===== src/rtl/moore_seq_detector_param.sv =====
// Parametrised Moore serial sequence detector with runtime overlap mode,
// an input-valid qualifier, a saturating match counter and a synchronous clear.
module moore_seq_detector_param #(
  parameter int unsigned     N       = 5,
  parameter logic [N-1:0]    PATTERN = N'(5'b11011),
  parameter int unsigned     CNT_W   = 8
) (
  input  logic             clk,
  input  logic             rst,
  input  logic             in,
  input  logic             in_valid,
  input  logic             overlap_en,
  input  logic             clear,
  output logic             out,
  output logic [CNT_W-1:0] match_count,
  output logic             count_sat
);

  localparam int unsigned SW = $clog2(N + 1);

  localparam logic [SW-1:0]    ST_IDLE  = '0;
  localparam logic [SW-1:0]    ST_MATCH = SW'(N);
  localparam logic [CNT_W-1:0] CNT_MAX  = '1;

  if (N < 2 || N > 16) begin : g_bad_n
    $error("moore_seq_detector_param: N must be in 2..16");
  end
  if (CNT_W < 1 || CNT_W > 32) begin : g_bad_cnt_w
    $error("moore_seq_detector_param: CNT_W must be in 1..32");
  end

  // Pattern bit in arrival order: index 0 is the first bit received.
  function automatic logic pat_bit(input int unsigned idx);
    logic [N-1:0] sh;
    sh = PATTERN >> (N - 1 - idx);
    return sh[0];
  endfunction

  // Longest pattern prefix that is a suffix of (first k pattern bits, then b).
  function automatic int unsigned delta_f(input int unsigned k, input logic b);
    int unsigned best;
    best = 0;
    for (int unsigned len = 1; len <= k + 1; len++) begin
      logic ok;
      ok = (pat_bit(len - 1) == b);
      for (int unsigned j = 0; j + 1 < len; j++) begin
        if (pat_bit(k + 1 - len + j) != pat_bit(j)) ok = 1'b0;
      end
      if (ok) best = len;
    end
    return best;
  endfunction

  // Longest proper prefix of the pattern that is also its suffix.
  function automatic int unsigned fail_f();
    int unsigned best;
    best = 0;
    for (int unsigned len = 1; len < N; len++) begin
      logic ok;
      ok = 1'b1;
      for (int unsigned j = 0; j < len; j++) begin
        if (pat_bit(N - len + j) != pat_bit(j)) ok = 1'b0;
      end
      if (ok) best = len;
    end
    return best;
  endfunction

  localparam int unsigned FAIL_LEN = fail_f();

  // Elaboration-time transition table; row N holds the overlapping exit from match.
  logic [SW-1:0] nxt_tbl [N+1][2];

  for (genvar k = 0; k <= N; k++) begin : g_row
    localparam int unsigned SRC = (32'(k) == N) ? FAIL_LEN : 32'(k);
    assign nxt_tbl[k][0] = SW'(delta_f(SRC, 1'b0));
    assign nxt_tbl[k][1] = SW'(delta_f(SRC, 1'b1));
  end

  logic [SW-1:0]    state_q, state_d;
  logic [CNT_W-1:0] cnt_q, cnt_d;
  logic             out_q, out_d;
  logic             sat_q, sat_d;

  // Next state and counter; clear wins over a valid bit on the same edge.
  always_comb begin
    state_d = state_q;
    cnt_d   = cnt_q;
    if (clear) begin
      state_d = ST_IDLE;
      cnt_d   = '0;
    end else if (state_q > ST_MATCH) begin
      state_d = ST_IDLE;
    end else if (in_valid) begin
      if (state_q == ST_MATCH && !overlap_en) begin
        state_d = nxt_tbl[0][in];
      end else begin
        state_d = nxt_tbl[state_q][in];
      end
      if (state_d == ST_MATCH && cnt_q != CNT_MAX) begin
        cnt_d = cnt_q + CNT_W'(1);
      end
    end
    out_d = (state_d == ST_MATCH);
    sat_d = (cnt_d == CNT_MAX);
  end

  always_ff @(posedge clk) begin
    if (!rst) begin
      state_q <= ST_IDLE;
      cnt_q   <= '0;
      out_q   <= 1'b0;
      sat_q   <= 1'b0;
    end else begin
      state_q <= state_d;
      cnt_q   <= cnt_d;
      out_q   <= out_d;
      sat_q   <= sat_d;
    end
  end

  assign out         = out_q;
  assign match_count = cnt_q;
  assign count_sat   = sat_q;

endmodule


===== config.mk =====
export PLATFORM = sky130hd
export DESIGN_NAME = moore_seq_detector_param
export DESIGN_NICKNAME = d
export VERILOG_FILES = /design/src/rtl/moore_seq_detector_param.sv
export SDC_FILE = /design/constraint.sdc
export NUM_CORES = 1
export LEC_CHECK = 0
export CAP_MARGIN = 20
export CORE_MARGIN = 2
export CORE_UTILIZATION = 50
export CTS_CLUSTER_DIAMETER = 30
export CTS_CLUSTER_SIZE = 12
export DETAILED_ROUTE_END_ITERATION = 10
export GPL_ROUTABILITY_DRIVEN = 1
export GPL_TIMING_DRIVEN = 1
export PLACE_DENSITY = 0.84
export SYNTH_ARGS = -nofsm -noshare
export SYNTH_HDL_FRONTEND = slang
export SYNTH_SLANG_ARGS = --single-unit

===== constraint.sdc =====
create_clock -name clk -period 2.6 [get_ports clk]
set_input_delay 0.26 -clock clk [delete_from_list [all_inputs] [get_ports clk]]
set_output_delay 0.26 -clock clk [all_outputs]
set_load 0.01 [all_outputs]

==> results.sh <==
export IMPL_status="completed"
export IMPL_syn_cell_area_um2=867
export IMPL_pwr_share_seq_pct=55.0
export IMPL_synth_nets=114
export IMPL_cpMaxStageDelayCell="dfxtp_1"
export IMPL_slew_headroom_pct=74.4
export IMPL_cellLeakagePower_nw=0.372
export IMPL_crit_required_ns=2.80
export IMPL_setup_tns_ns=0
export IMPL_holdCritPathClass="reg -> reg"
export IMPL_slew_viol_final=0
export IMPL_met2_usage_pct=33.8
export IMPL_critical_path_max_stage_delay_ns=0.45
export IMPL_use_met1_pct=25.9
export IMPL_drt_iter0_drc=26
export IMPL_clock_fmax_mhz=422
export IMPL_wirelength_um=1950
export IMPL_final_layout_size_suffix_gt1_share_pct=9.84
export IMPL_gp_congestion=0.892
export IMPL_rsz0062_at_grt="no"
export IMPL_switching_power_uw=91.0
export IMPL_grt_pass1_wl_um=3150
export IMPL_clock_latency_ns=0.29
export IMPL_grt_max_degree=10
export IMPL_utilization_pct=63.8
export IMPL_remaining_drc_errors=0
export IMPL_startpoint_type="register"
export IMPL_power_density_nw_per_um2=342
export IMPL_htree_levels=1
export IMPL_gr_total_overflow=0
export IMPL_fin_crit_sh_pct=91.2
export IMPL_final_nets=134
export IMPL_busiest_layer="met2"
export IMPL_start_util_pct=51.9
export IMPL_coreArea_um2=1670
export IMPL_crit_arrival_ns=2.57
export IMPL_yosysWarnings=0
export IMPL_grt_pass1_vias=739
export IMPL_cts_buffers=3
export IMPL_ys_async_sr_fraction_pct=0
export IMPL_clk_pin_slew_ns=0.08
export IMPL_post_cts_setup_buffer_count=0
export IMPL_tightest_slew_ns=0.383
export IMPL_ys_ff_latch=13
export IMPL_intPower_uw=274
export IMPL_totalPowerFinal_uw=365
export IMPL_cts_num_sinks=13
export IMPL_firstDrtPassIters=4
export IMPL_dieArea_um2=2080
export IMPL_cp_end_kind="register"
export IMPL_criticalPathCategory="reg -> reg"
export IMPL_fin_skew_ns=0.00298
export IMPL_syn_area_per_cell_um2=8.42
export IMPL_clock_power_share_pct=35.4
export IMPL_crit_chain="inv_1 -> ha_1 -> mux2_4 -> o21ai_2 -> nand4bb_1 -> nor2_1 -> mux2_2 -> nor4_2"
export IMPL_pwr_share_comb_pct=9.6
export IMPL_dp_hpwl_um=1500
export IMPL_cts_resized=0
export IMPL_vias=816
export IMPL_die_height_um=45.6
export IMPL_hold_viol_final=0
export IMPL_synthDistinctLibCells=37
export IMPL_placementRows=15
export IMPL_power_switching_share_pct=25.0
export IMPL_use_met3_pct=6.35
export IMPL_die_x_um=45.6
export IMPL_io_pins=16
export IMPL_syn_to_final_growth_pct=22.9
export IMPL_dp_cells=135
export IMPL_synth_edf_count=0
export IMPL_layout_common_cells="clkdlybuf4s50_1 (15), dfxtp_1 (13), nor2_1 (12)"
export IMPL_detail_route_antenna_nets=0
export IMPL_fin_cells=139
export IMPL_setup_viol=0
export IMPL_grt_antenna_before_repair=0
export IMPL_portBuffers=15
export IMPL_path_max_fanout=6
export IMPL_ys_seq_area_share_pct=30.0
export IMPL_cts_tree="yes"
export IMPL_finalCriticalPeriod_ns=2.37
export IMPL_vdd_drop_max_v=0.000223
export IMPL_grtUsageTotal_pct=21.6
export IMPL_via_per_inst=5.87
export IMPL_root_buffer="clkbuf_4"
export IMPL_syn_inst=103
export IMPL_synth_flop_cell="dfxtp_1"
export IMPL_final_common_cell="clkdlybuf4s50_1"
export IMPL_max_cap_violations=0
export IMPL_cts_path_max_buffers=2
export IMPL_wl_per_cell_um=14.0
export IMPL_cts_hold_buf=0
export IMPL_diodes=0
==> flip-flops by register name, indices dropped and copies added, names as in the netlist <==
| register | count |
|---|---|
| state_q | 3 |
| count_sat | 1 |
| match_count | 8 |
| out | 1 |
==> final cells by class <==
cell class                      count  area [um2]
Clock buffer                        3        22.5
Clock inverter                      1        5.00
Fill cell                         139         604
Inverter                            7        26.3
Multi-Input combinational cell     80         558
Sequential cell                    13         260
Tap cell                           17        21.3
Timing Repair Buffer               18         173
==> Yosys cell counts, types with 2 or more instances <==
cell / n / share of area, %
a21oi_1: 3 / 1.7
and2_1: 2 / 1.4
and3_1: 3 / 2.2
dfxtp_1: 13 / 30
ha_1: 5 / 7.2
inv_1: 7 / 3.0
mux2i_1: 5 / 5.8
nand2_1: 2 / 0.87
nand2b_1: 4 / 2.9
nand3_1: 4 / 2.3
nand4_1: 2 / 1.4
nor2_1: 12 / 5.2
nor2b_1: 2 / 1.4
nor3_1: 7 / 4.0
nor3b_1: 2 / 1.7
o21ai_0: 3 / 1.7
or3_1: 3 / 2.2
xnor2_1: 4 / 4.0
xor2_1: 2 / 2.0
==> power by group through the flow <==
stage / Clock, mW / Combinational [mW] / Sequential [mW]
after floorplan: 0 / 0.0211 / 0.205
after global placement: 0 / 0.0330 / 0.205
after detailed placement: 0 / 0.0342 / 0.205
after CTS: 0.133 / 0.0345 / 0.201
after global routing: 0.144 / 0.0379 / 0.201
final: 0.129 / 0.0350 / 0.201
==> routing by layer <==
| layer | up-vias | share of wire, % |
|---|---|---|
| li1 | 403 | - |
| met1 | 380 | 45 |
| met2 | 26 | 46 |
| met3 | 7 | 6.6 |
| met4 | 0 | 2.4 |
| met5 | - | 0 |
==> critical path, delay by kind of cell (launching register included) <==
family	cells	cell delay, ns
AO/OA/AOI/OAI	1	0.13
adder cells (fa/ha/maj)	1	0.31
buffers and inverters	1	0.15
flip-flops	1	0.45
multiplexers	2	0.62
AND/OR/NAND/NOR	3	0.63
==> metrics by stage <==
step	worst slack, ns	hold slack [ns]	area [um2]
6_report	0.228	0.529	1070
5_1_grt	0.106	0.558	1070
4_1_cts	0.214	0.529	1070
3_5_place_dp	0.198	0.517	1040
3_3_place_gp	0.317	0.512	1040
2_1_floorplan	0.323	0.339	867
==> kinds of logic after synthesis <==
family          share of synthesized area, %
xor+xnor                                6.06
buf+inv                                 5.63
fa+ha+maj                               7.22
compound gates                          10.4
simple gates                            31.9
mux                                     8.80
flops                                   30.0
==> path summary, 6_finish.rpt <==
check / startpoint / end / slack (ns) / depth (start not counted)
setup / recovery: state_q[0] / count_sat / 0.23 / 8
hold / removal: match_count[1] / match_count[1] / 0.53 / 2
setup reg to reg: state_q[0] / count_sat / 0.23 / 8
hold reg to reg: match_count[1] / match_count[1] / 0.53 / 2
Note: power is estimated with default switching activity, not from simulation.
